$ cat src/rtl/mem_arbiter_pkg.sv
// Shared types and constants for the byte-serial memory arbiter.
package mem_arbiter_pkg;

    localparam int unsigned DATA_W = 32;
    localparam int unsigned BYTE_W = 8;
    localparam int unsigned IDX_W  = 2;
    localparam logic [31:0] IO_BASE_DEFAULT = 32'h0003_0000;

    typedef enum logic [1:0] {
        ST_IDLE   = 2'd0,
        ST_IF_RD  = 2'd1,
        ST_LSU_RD = 2'd2,
        ST_LSU_WR = 2'd3
    } state_e;

    typedef enum logic [1:0] {
        SZ_BYTE = 2'd0,
        SZ_HALF = 2'd1,
        SZ_RSVD = 2'd2,
        SZ_WORD = 2'd3
    } size_e;

    // Per-transaction payload latched on acceptance.
    typedef struct packed {
        logic [IDX_W-1:0]  last;
        logic [DATA_W-1:0] wdata;
    } txn_t;

    // Index of the final byte; the reserved size code behaves as a word.
    function automatic logic [IDX_W-1:0] last_index(input logic [1:0] size);
        return (size == SZ_RSVD) ? IDX_W'(SZ_WORD) : size;
    endfunction

endpackage

$ cat src/rtl/mem_arbiter_byte_asm.sv
// Inserts one RAM byte into a partially assembled little-endian word.
module mem_arbiter_byte_asm
    import mem_arbiter_pkg::*;
(
    input  logic [DATA_W-1:0] word,
    input  logic [IDX_W-1:0]  idx,
    input  logic [BYTE_W-1:0] din,
    output logic [DATA_W-1:0] merged_c
);

    always_comb begin
        merged_c = word;
        for (int unsigned b = 0; b < (DATA_W / BYTE_W); b++) begin
            if (idx == IDX_W'(b)) begin
                merged_c[b*BYTE_W +: BYTE_W] = din;
            end
        end
    end

endmodule

$ cat src/rtl/mem_arbiter.sv
// Arbitrates the byte-wide RAM port between instruction fetch and the LSU,
// sequencing multi-byte accesses little-endian and aborting fetches on a taken branch.
module mem_arbiter
    import mem_arbiter_pkg::*;
#(
    parameter int unsigned        ADDR_W  = 32,
    parameter logic [ADDR_W-1:0]  IO_BASE = ADDR_W'(IO_BASE_DEFAULT)
) (
    input  logic              clk_in,
    input  logic              rst_in,
    input  logic              rdy_in,
    input  logic              branch_or_not,
    input  logic              if_req,
    input  logic [ADDR_W-1:0] if_addr,
    output logic              if_done,
    output logic [31:0]       if_data,
    input  logic              lsu_req,
    input  logic              lsu_wr,
    input  logic [1:0]        lsu_size,
    input  logic [ADDR_W-1:0] lsu_addr,
    input  logic [31:0]       lsu_wdata,
    output logic              lsu_done,
    output logic [31:0]       lsu_rdata,
    input  logic              io_buffer_full,
    input  logic [7:0]        mem_din,
    output logic [7:0]        mem_dout,
    output logic [ADDR_W-1:0] mem_a,
    output logic              mem_wr,
    output logic              busy
);

    state_e              state;
    txn_t                txn;
    logic [IDX_W-1:0]    idx;       // byte currently on mem_a
    logic [IDX_W-1:0]    cap_idx;   // byte arriving on mem_din this cycle
    logic                cap_vld;
    logic                tail;      // every byte has been addressed
    logic [DATA_W-1:0]   asm_word;
    logic                wr_q;

    logic [DATA_W-1:0]   merged_c;
    logic [ADDR_W-1:0]   next_a_c;
    logic [IDX_W-1:0]    next_idx_c;
    logic [BYTE_W-1:0]   next_byte_c;
    logic                stall_acc_c;
    logic                stall_cur_c;
    logic                stall_next_c;
    logic                just_done_c;

    mem_arbiter_byte_asm u_asm (
        .word     (asm_word),
        .idx      (cap_idx),
        .din      (mem_din),
        .merged_c (merged_c)
    );

    assign next_a_c     = mem_a + ADDR_W'(1);
    assign next_idx_c   = idx + IDX_W'(1);
    assign next_byte_c  = BYTE_W'(txn.wdata >> {next_idx_c, 3'b000});
    assign stall_acc_c  = io_buffer_full && (lsu_addr >= IO_BASE);
    assign stall_cur_c  = io_buffer_full && (mem_a >= IO_BASE);
    assign stall_next_c = io_buffer_full && (next_a_c >= IO_BASE);
    assign just_done_c  = if_done || lsu_done;

    // The RAM never sees a write while the core is frozen.
    assign mem_wr = wr_q && rdy_in;

    always_ff @(posedge clk_in) begin
        if (rst_in) begin
            state     <= ST_IDLE;
            txn       <= '0;
            idx       <= '0;
            cap_idx   <= '0;
            cap_vld   <= 1'b0;
            tail      <= 1'b0;
            asm_word  <= '0;
            wr_q      <= 1'b0;
            mem_a     <= '0;
            mem_dout  <= '0;
            if_done   <= 1'b0;
            if_data   <= '0;
            lsu_done  <= 1'b0;
            lsu_rdata <= '0;
            busy      <= 1'b0;
        end else begin
            if_done  <= 1'b0;
            lsu_done <= 1'b0;
            if (!rdy_in) begin
                // mem_din tracks the held address while frozen, so an in-flight byte
                // is re-addressed instead of being lost.
                if ((state == ST_IF_RD || state == ST_LSU_RD) && cap_vld && !tail) begin
                    mem_a   <= mem_a - ADDR_W'(1);
                    idx     <= cap_idx;
                    cap_vld <= 1'b0;
                end
            end else begin
                case (state)
                    ST_IDLE: begin
                        if (lsu_req && !just_done_c) begin
                            mem_a     <= lsu_addr;
                            txn.last  <= last_index(lsu_size);
                            txn.wdata <= lsu_wdata;
                            idx       <= '0;
                            cap_vld   <= 1'b0;
                            tail      <= 1'b0;
                            asm_word  <= '0;
                            busy      <= 1'b1;
                            if (lsu_wr) begin
                                state    <= ST_LSU_WR;
                                mem_dout <= lsu_wdata[7:0];
                                wr_q     <= !stall_acc_c;
                            end else begin
                                state <= ST_LSU_RD;
                            end
                        end else if (if_req && !branch_or_not && !just_done_c) begin
                            state     <= ST_IF_RD;
                            mem_a     <= if_addr;
                            txn.last  <= IDX_W'(SZ_WORD);
                            txn.wdata <= '0;
                            idx       <= '0;
                            cap_vld   <= 1'b0;
                            tail      <= 1'b0;
                            asm_word  <= '0;
                            busy      <= 1'b1;
                        end
                    end
                    ST_IF_RD, ST_LSU_RD: begin
                        if (state == ST_IF_RD && branch_or_not) begin
                            state <= ST_IDLE;
                            busy  <= 1'b0;
                        end else begin
                            if (cap_vld) begin
                                asm_word <= merged_c;
                            end
                            if (!tail) begin
                                cap_vld <= 1'b1;
                                cap_idx <= idx;
                                if (idx == txn.last) begin
                                    tail <= 1'b1;
                                end else begin
                                    idx   <= next_idx_c;
                                    mem_a <= next_a_c;
                                end
                            end else begin
                                state <= ST_IDLE;
                                busy  <= 1'b0;
                                if (state == ST_IF_RD) begin
                                    if_data <= merged_c;
                                    if_done <= 1'b1;
                                end else begin
                                    lsu_rdata <= merged_c;
                                    lsu_done  <= 1'b1;
                                end
                            end
                        end
                    end
                    ST_LSU_WR: begin
                        if (wr_q) begin
                            if (idx == txn.last) begin
                                state    <= ST_IDLE;
                                busy     <= 1'b0;
                                wr_q     <= 1'b0;
                                lsu_done <= 1'b1;
                            end else begin
                                idx      <= next_idx_c;
                                mem_a    <= next_a_c;
                                mem_dout <= next_byte_c;
                                wr_q     <= !stall_next_c;
                            end
                        end else begin
                            wr_q <= !stall_cur_c;
                        end
                    end
                    default: begin
                        state <= ST_IDLE;
                        busy  <= 1'b0;
                        wr_q  <= 1'b0;
                    end
                endcase
            end
        end
    end

endmodule
$ cat config.mk
export PLATFORM = sky130hd
export DESIGN_NAME = mem_arbiter
export DESIGN_NICKNAME = d
export VERILOG_FILES = /design/src/rtl/mem_arbiter_pkg.sv /design/src/rtl/mem_arbiter_byte_asm.sv /design/src/rtl/mem_arbiter.sv
export SDC_FILE = /design/constraint.sdc
export NUM_CORES = 1
export LEC_CHECK = 0
export BUFFER_PORTS_ARGS = -buffer_cell sky130_fd_sc_hd__buf_4
export CAP_MARGIN = 20
export CELL_PAD_IN_SITES_DETAIL_PLACEMENT = 1
export CELL_PAD_IN_SITES_GLOBAL_PLACEMENT = 1
export CORE_ASPECT_RATIO = 2
export CORE_UTILIZATION = 32
export CTS_BUF_LIST = sky130_fd_sc_hd__clkbuf_4 sky130_fd_sc_hd__clkbuf_8 sky130_fd_sc_hd__clkbuf_16
export DETAILED_ROUTE_END_ITERATION = 16
export GPL_ROUTABILITY_DRIVEN = 0
export GPL_TIMING_DRIVEN = 0
export PLACE_DENSITY_LB_ADDON = 0.1
export SLEW_MARGIN = 5
export SYNTH_ARGS = -nofsm -noshare
export SYNTH_HDL_FRONTEND = slang
export SYNTH_HIERARCHICAL = 1
export SYNTH_SLANG_ARGS = --single-unit
$ cat constraint.sdc
create_clock -name clk_in -period 2.5 [get_ports clk_in]
set_clock_uncertainty 0.1 [all_clocks]
set_input_delay 0 -clock clk_in [delete_from_list [all_inputs] [get_ports clk_in]]
set_output_delay 0 -clock clk_in [all_outputs]
set_load 0.1 [all_outputs]
==> impl_metrics.env, run 1 <==
export IMPL_reg2reg_depth=9
export IMPL_cts_buffer_count=17
export IMPL_final_setup_violation_count=12
export IMPL_layout_area_seq_um2=3720
export IMPL_synth_compound_gate_area_share_pct=21.8
export IMPL_syn_to_final_growth_pct=45.6
export IMPL_port_buffer_count=221
export IMPL_post_route_util_pct=47.3
export IMPL_cellInternalPower_mw=5.77
export IMPL_required_ps=2800
export IMPL_synth_adder_area_share_pct=0.786
export IMPL_totalPowerFinal_mw=9.78
export IMPL_core_region_area_um2=29400
export IMPL_timing_fmax_mhz=370
export IMPL_num_rows=89
export IMPL_worstSetupStartpointType="flip-flop"
export IMPL_finalWorstPathRequiredPeriod_ps=2700
export IMPL_worstPathMaxFanout=4
export IMPL_critical_path_max_stage_delay_ps=520
export IMPL_fp_dieW_um=124
export IMPL_first_global_vias=11700
export IMPL_reg2reg_setup_slack_ps=-200
export IMPL_worstHoldPathType="input port to flip-flop"
export IMPL_synth_yosys_warnings=6
export IMPL_maxCapViolations=0
export IMPL_peak_supply_drop_uv=437
export IMPL_synth_top_family_by_area="simple AND/OR/NAND/NOR gates"
export IMPL_dieArea_um2=30600
export IMPL_synth_most_common_cell="nand2_1"
export IMPL_global_route_usage_total_pct=31.6
export IMPL_synth_ff_latch_count=182
export IMPL_grt_start_max_net_pins=18
export IMPL_setup_ws_ps=-202
export IMPL_seqPwrFrac_pct=33.6
export IMPL_grt_antenna_before_repair=0
export IMPL_leakage_nw=5.49
export IMPL_power_share_combinational_pct=38.1
export IMPL_clockRootBuffer="clkbuf_16"
export IMPL_layout_filler_cells=3602
export IMPL_timing_final_hold_violations=0
export IMPL_h_tree_depth=4
export IMPL_synth_cell_area_um2=9550
export IMPL_regToRegStartpoint="mem_a[1]"
export IMPL_setup_tns_ps=-1460
export IMPL_slowest_stage="or4_4"
export IMPL_postSynthAreaPerCell_um2=7.71
export IMPL_worst_ep_arrival_time_ps=3000
export IMPL_slew_headroom_pct=17.4
export IMPL_end_kind="flip-flop"
export IMPL_initialDrtViolationCount=546
export IMPL_status="complete, but fails checks"
export IMPL_synth_top_cells_by_count="nand2_1 (228), dfxtp_1 (182), nor2_1 (137)"
export IMPL_path_clk_slew_ps=80
export IMPL_synth_enable_flop_cells=0
export IMPL_first_pass_iters=4
export IMPL_avgViaCountPerCell=5.64
export IMPL_vias=11000
export IMPL_power_switching_mw=4.01
export IMPL_hpwlAfterDp_um=35700
export IMPL_violations_in_the_final_reports="setup timing"
export IMPL_multi_input_area_um2=5830
export IMPL_synth_simple_gate_area_share_pct=23.9
export IMPL_nNetsFinal=1699
export IMPL_maxSlewViolCount=0
export IMPL_distinct_cell_type_count_of_the_synthesized_netlist=71
export IMPL_grt_pass1_wl_um=70000
export IMPL_cts_tree="built"
export IMPL_synth_mux_area_share_pct=7.97
export IMPL_clkPwrFrac_pct=28.3
export IMPL_wl_per_cell_um=24.1
export IMPL_dominantRegCellSynth="dfxtp_1"
export IMPL_clockBufferDepth=2
export IMPL_grt_setup_unrepaired="yes"
export IMPL_synthesis_instances=1239
export IMPL_design_portCount=222
export IMPL_clock_insertion_delay_worst_skew_ps=450
export IMPL_synthesized_area_fraction_occupied_by_xor_and_xnor_cells_pct=2.02
export IMPL_asyncSetResetFlopFracSynth_pct=0
export IMPL_ys_top_cells_by_area="dfxtp_1 (38%), nand2_1 (9.0%), a21oi_1 (6.3%), nor2_1 (5.4%), a22oi_1 (5.1%)"
export IMPL_crit_chain="buf_12 -> ha_4 -> nand4_1 -> or3_4 -> or4_4 -> xnor2_1 -> or4_1 -> nor3_2 -> a31o_1"
export IMPL_netSwitchingFraction_pct=41.0
export IMPL_yosysTopAreaCellShare_pct=38.2
export IMPL_remaining_design_rule_violation_count=0
export IMPL_finalCritPeriodShare_pct=108
export IMPL_critPathLaunch="mem_a[1]"
export IMPL_power_density_over_the_cells_nw_per_um2=704
export IMPL_start_util_pct=32.5
export IMPL_rr_endpoint="wr_q"
export IMPL_final_antenna_net_count=0
export IMPL_synth_top_area_cell="dfxtp_1"
export IMPL_height_of_the_die_um=246
export IMPL_endpoint="wr_q"
export IMPL_antenna_diode_count=0
export IMPL_setup_cp_type="flip-flop to flip-flop"
export IMPL_tightest_slew_ps=1230
export IMPL_hold_ws_ps=14.5
export IMPL_fraction_of_layout_instances_using_a_drive_strength_above_1_pct=30.0
export IMPL_clock_sink_count=182
export IMPL_grt_overflow=0
export IMPL_wirelength_um=47100
export IMPL_synth_seq_area_share_pct=38.2
export IMPL_syn_num_nets=1359
[cells in the final DEF, fill, tap and decap left out, types with 11 or more instances in the layout]
cell / netlist / routed
a211oi_1: 17 / 16
mux2_2: 24 / 24
buf_4: 0 / 252
clkbuf_2: 3 / 28
inv_1: 17 / 15
clkbuf_1: 91 / 45
nor2_1: 137 / 129
dfxtp_1: 182 / 155
nand2_1: 228 / 227
a22oi_1: 65 / 64
a31oi_1: 14 / 12
nand3_1: 27 / 26
mux2i_1: 19 / 19
clkbuf_16: 0 / 18
xnor2_1: 15 / 14
o21ai_0: 50 / 41
dlygate4sd3_1: 0 / 78
nand4_1: 16 / 16
buf_2: 11 / 11
nand2b_1: 12 / 12
a21oi_1: 121 / 114
nor3_1: 22 / 16
o21ai_1: 3 / 11
dfxtp_4: 0 / 19
[what timing repair did]
item	CTS	global route
pin swaps	26	17
gates resized for setup	93	66
hold buffers	78	0
endpoints found under the setup margin	169	103
hold endpoints to repair	141	0
buffers inserted	21	13
[power by group through the flow]
stage	combinational (mW)	clock (mW)	sequential, mW
floorplan	1.48	0	3.89
global placement	3.15	0	3.26
detailed placement	3.19	0	3.27
CTS	3.54	2.81	3.25
global route	3.93	2.91	3.31
finish	3.73	2.77	3.29
[critical path: cells and delay by family (launching register included)]
family	cells	cell delay, ps
buffers and inverters	1	100
flip-flops	1	380
XOR/XNOR	1	150
AO/OA/AOI/OAI	1	150
AND/OR/NAND/NOR	5	1640
adder cells (fa/ha/maj)	1	140
[cell type report]
cell class / count / area share, %
well taps: 364 / 3.28
clock buffers: 18 / 3.16
multi-input cells: 929 / 41.9
plain buffers: 97 / 3.49
clock inverters: 13 / 1.02
inverters: 17 / 0.513
repair buffers: 335 / 19.8
flip-flops and latches: 182 / 26.8
[through the flow]
stage	worst slack, ps	area [um^2]	std cells
global route	-248	13900	1955
detailed placement	-1210	11900	1826
finish	-202	13900	1955
floorplan	-243	9730	1239
CTS	-239	13700	1947
global placement	-1170	11800	1824
[flip-flops by register name, indices dropped and copies added, names as in the netlist, 2 cells and up]
name / count
lsu_rdata: 32
txn: 34
mem_a: 32
cap_idx: 2
if_data: 32
asm_word: 32
mem_dout: 8
state: 2
idx: 2
[layer usage]
| metal | routed length [um] | global-route usage [%] | vias to the layer above |
|---|---|---|---|
| met4 | 4100 | 24.0 | 0 |
| met5 | 0 | 0 | - |
| met2 | 26000 | 60.3 | 414 |
| li1 | - | - | 5074 |
| met1 | 14900 | 27.9 | 5341 |
| met3 | 2080 | 5.76 | 189 |
[worst min path at each step]
stage	slack (ps)	startpoint	to	depth (start not counted)
finish	10	lsu_addr[9]	mem_a[9]	6
global route	50	lsu_addr[9]	mem_a[9]	6
CTS	0.06	lsu_addr[9]	mem_a[9]	6
detailed placement	150	lsu_wdata[12]	txn[12]	3
global placement	130	lsu_wdata[25]	txn[25]	3
floorplan	50	lsu_wdata[0]	txn[0]	2
[logic make-up (layout without fill, tap and decap cells)]
group                    Yosys count  in the layout
AND/OR/NAND/NOR                  510            510
XOR/XNOR                          22             22
adder cells (fa/ha/maj)            6              6
AO/OA/AOI/OAI                    332            332
multiplexers                      59             59
flip-flops                       182            182
buffers and inverters            128            480
Note: power is estimated with default switching activity, not from simulation.
==> run 2: changes to the inputs <==
--- a/config.mk
+++ b/config.mk
@@ -16,6 +16,7 @@
 export GPL_ROUTABILITY_DRIVEN = 0
 export GPL_TIMING_DRIVEN = 0
 export PLACE_DENSITY_LB_ADDON = 0.1
+export SKIP_LAST_GASP = 1
 export SLEW_MARGIN = 5
 export SYNTH_ARGS = -nofsm -noshare
 export SYNTH_HDL_FRONTEND = slang
==> run 2 against run 1 <==
The flow finishes with violations (hold timing, setup timing). Register-to-register slack lost 40 ps. Highest routed layer unchanged. Critical path type unchanged. Routed wire length hardly changed. Non-clock buffer count shrank 6. Combinational power shrank 1%. First-iteration DRC count is 6.6% lower. Clock power barely moved.
==> impl_metrics.env, run 2 (synthesis gave the netlist of run 1 again) <==
export IMPL_design_portCount=222
export IMPL_worstHoldPathType="input port to flip-flop"
export IMPL_power_share_combinational_pct=37.8
export IMPL_wl_per_cell_um=24.1
export IMPL_clockBufferDepth=2
export IMPL_clkPwrFrac_pct=28.4
export IMPL_antenna_diode_count=0
export IMPL_tightest_slew_ps=1210
export IMPL_total_placed_cells_including_tap_cells=1826
export IMPL_post_route_util_pct=47.0
export IMPL_most_common_layout_cells="buf_4 (247), nand2_1 (227), dfxtp_1 (154), nor2_1 (130), a21oi_1 (115)"
export IMPL_grt_overflow=0
export IMPL_placement_setup_worst_slack_ps=-1210
export IMPL_avgViaCountPerCell=5.64
export IMPL_finalCritPeriodShare_pct=110
export IMPL_setup_ws_ps=-239
export IMPL_clockRootBuffer="clkbuf_16"
export IMPL_worst_path_dominant_cell_family="simple AND/OR/NAND/NOR gates"
export IMPL_worstPathMaxFanout=4
export IMPL_grt_setup_unrepaired="yes"
export IMPL_final_antenna_net_count=0
export IMPL_first_pass_iters=5
export IMPL_timing_fmax_mhz=365
export IMPL_dieArea_um2=30600
export IMPL_vias=11000
export IMPL_power_switching_mw=3.99
export IMPL_remaining_design_rule_violation_count=0
export IMPL_netSwitchingFraction_pct=41.0
export IMPL_timing_final_hold_violations=1
export IMPL_setup_cp_type="flip-flop to flip-flop"
export IMPL_maxSlewViolCount=0
export IMPL_mostFrequentLayoutCell="buf_4"
export IMPL_clock_sink_count=182
export IMPL_layoutNonFillerInstCount=1949
export IMPL_num_rows=89
export IMPL_required_ps=2700
export IMPL_global_route_usage_total_pct=31.6
export IMPL_path_clk_slew_ps=80
export IMPL_syn_to_final_growth_pct=44.6
export IMPL_critical_path_max_stage_delay_ps=460
export IMPL_fp_dieW_um=124
export IMPL_worstSetupStartpointType="flip-flop"
export IMPL_seqPwrFrac_pct=33.7
export IMPL_cp_num_buf_inv=2
export IMPL_maxCapViolations=0
export IMPL_grt_start_max_net_pins=18
export IMPL_final_setup_violation_count=12
export IMPL_height_of_the_die_um=246
export IMPL_wirelength_um=47100
export IMPL_largest_register_ffs=34
export IMPL_finalWorstPathRequiredPeriod_ps=2740
export IMPL_port_buffer_count=221
export IMPL_grt_antenna_before_repair=0
export IMPL_slew_headroom_pct=18.4
export IMPL_status="complete, but fails checks"
export IMPL_end_kind="flip-flop"
export IMPL_h_tree_depth=4
export IMPL_crit_chain="clkbuf_16 -> clkinvlp_4 -> ha_4 -> or4b_4 -> nand3b_1 -> or2_4 -> nor2_4 -> nor2_1 -> o21ai_1 -> a31oi_2"
export IMPL_peak_supply_drop_uv=437
export IMPL_cellInternalPower_mw=5.74
export IMPL_grt_pass1_wl_um=69900
export IMPL_leakage_nw=5.44
export IMPL_violations_in_the_final_reports="hold timing, setup timing"
export IMPL_cts_buffer_count=17
export IMPL_fraction_of_layout_instances_using_a_drive_strength_above_1_pct=29.2
export IMPL_cts_tree="built"
export IMPL_nNetsFinal=1693
export IMPL_clock_insertion_delay_worst_skew_ps=460
export IMPL_layout_filler_cells=3610
export IMPL_power_density_over_the_cells_nw_per_um2=704
export IMPL_slowest_stage="or4b_4"
export IMPL_core_region_area_um2=29400
export IMPL_totalPowerFinal_mw=9.73
export IMPL_hpwlAfterDp_um=35700
export IMPL_worst_ep_arrival_time_ps=2940
export IMPL_initialDrtViolationCount=510
export IMPL_start_util_pct=32.5
export IMPL_largest_register="txn"
export IMPL_hold_ws_ps=-3.31
export IMPL_first_global_vias=11800
## run 2: cell count changes in the layout (fill, tap and decap cells not counted), moves of 2 or more
cell,delta
buf_4,-5
nor2_4,-2
clkbuf_1,+6
buf_2,-4
## run 2: path summary, 6_finish.rpt
kind | start | end | slack (ps) | cells past startpoint
hold / removal | lsu_addr[9] | mem_a[9] | -3 | 6
setup reg to reg | mem_a[1] | mem_a[28] | -240 | 10
setup / recovery | mem_a[1] | mem_a[28] | -240 | 10
hold reg to reg | if_data[17] | if_data[17] | 360 | 2
## run 2: cell type report
class	count	area, um^2	share of cell area (%)
flip-flops and latches	182	3730	27.0
clock buffers	18	439	3.18
plain buffers	98	485	3.51
multi-input cells	929	5790	41.9
inverters	17	71.3	0.516
well taps	364	455	3.30
repair buffers	328	2700	19.6
clock inverters	13	141	1.02
## run 2: timing repair
item | CTS | global route
hold buffers | 77 | 0
setup buffers | 21 | 7
endpoints found under the setup margin | 169 | 150
resized for setup | 81 | 51
pin swaps | 26 | 18
hold endpoints to repair | 140 | 0
## run 2: tightest hold or removal path, cell delays in order
cell,delay (ps)
buf_4,70
nand2_1,40
a31oi_1,150
o21ai_0,90
o41ai_1,60
a32o_1,110
## run 2: power groups by stage
stage,combinational (mW),sequential [mW],clock (mW)
floorplan,1.48,3.89,0
global placement,3.15,3.26,0
detailed placement,3.19,3.27,0
CTS,3.51,3.25,2.81
global route,3.88,3.30,2.92
finish,3.68,3.28,2.77
## run 2: per-stage QoR
stage               TNS [ps]  area (um^2)
floorplan              -2060         9730
global placement      -57690        11800
detailed placement    -66320        11900
CTS                    -1630        13600
global route           -2810        13800
finish                 -2080        13800
## run 2: metal layers
layer  wire length, um  up-vias  share of wire [%]  global-route usage (%)
li1                  -     5057                  -                       -
met1             15000     5318                 32                    28.4
met2             26100      418                 55                    60.4
met3              2000      191                4.2                    5.09
met4              3950        0                8.4                    23.5
met5                 0        -                  0                       0
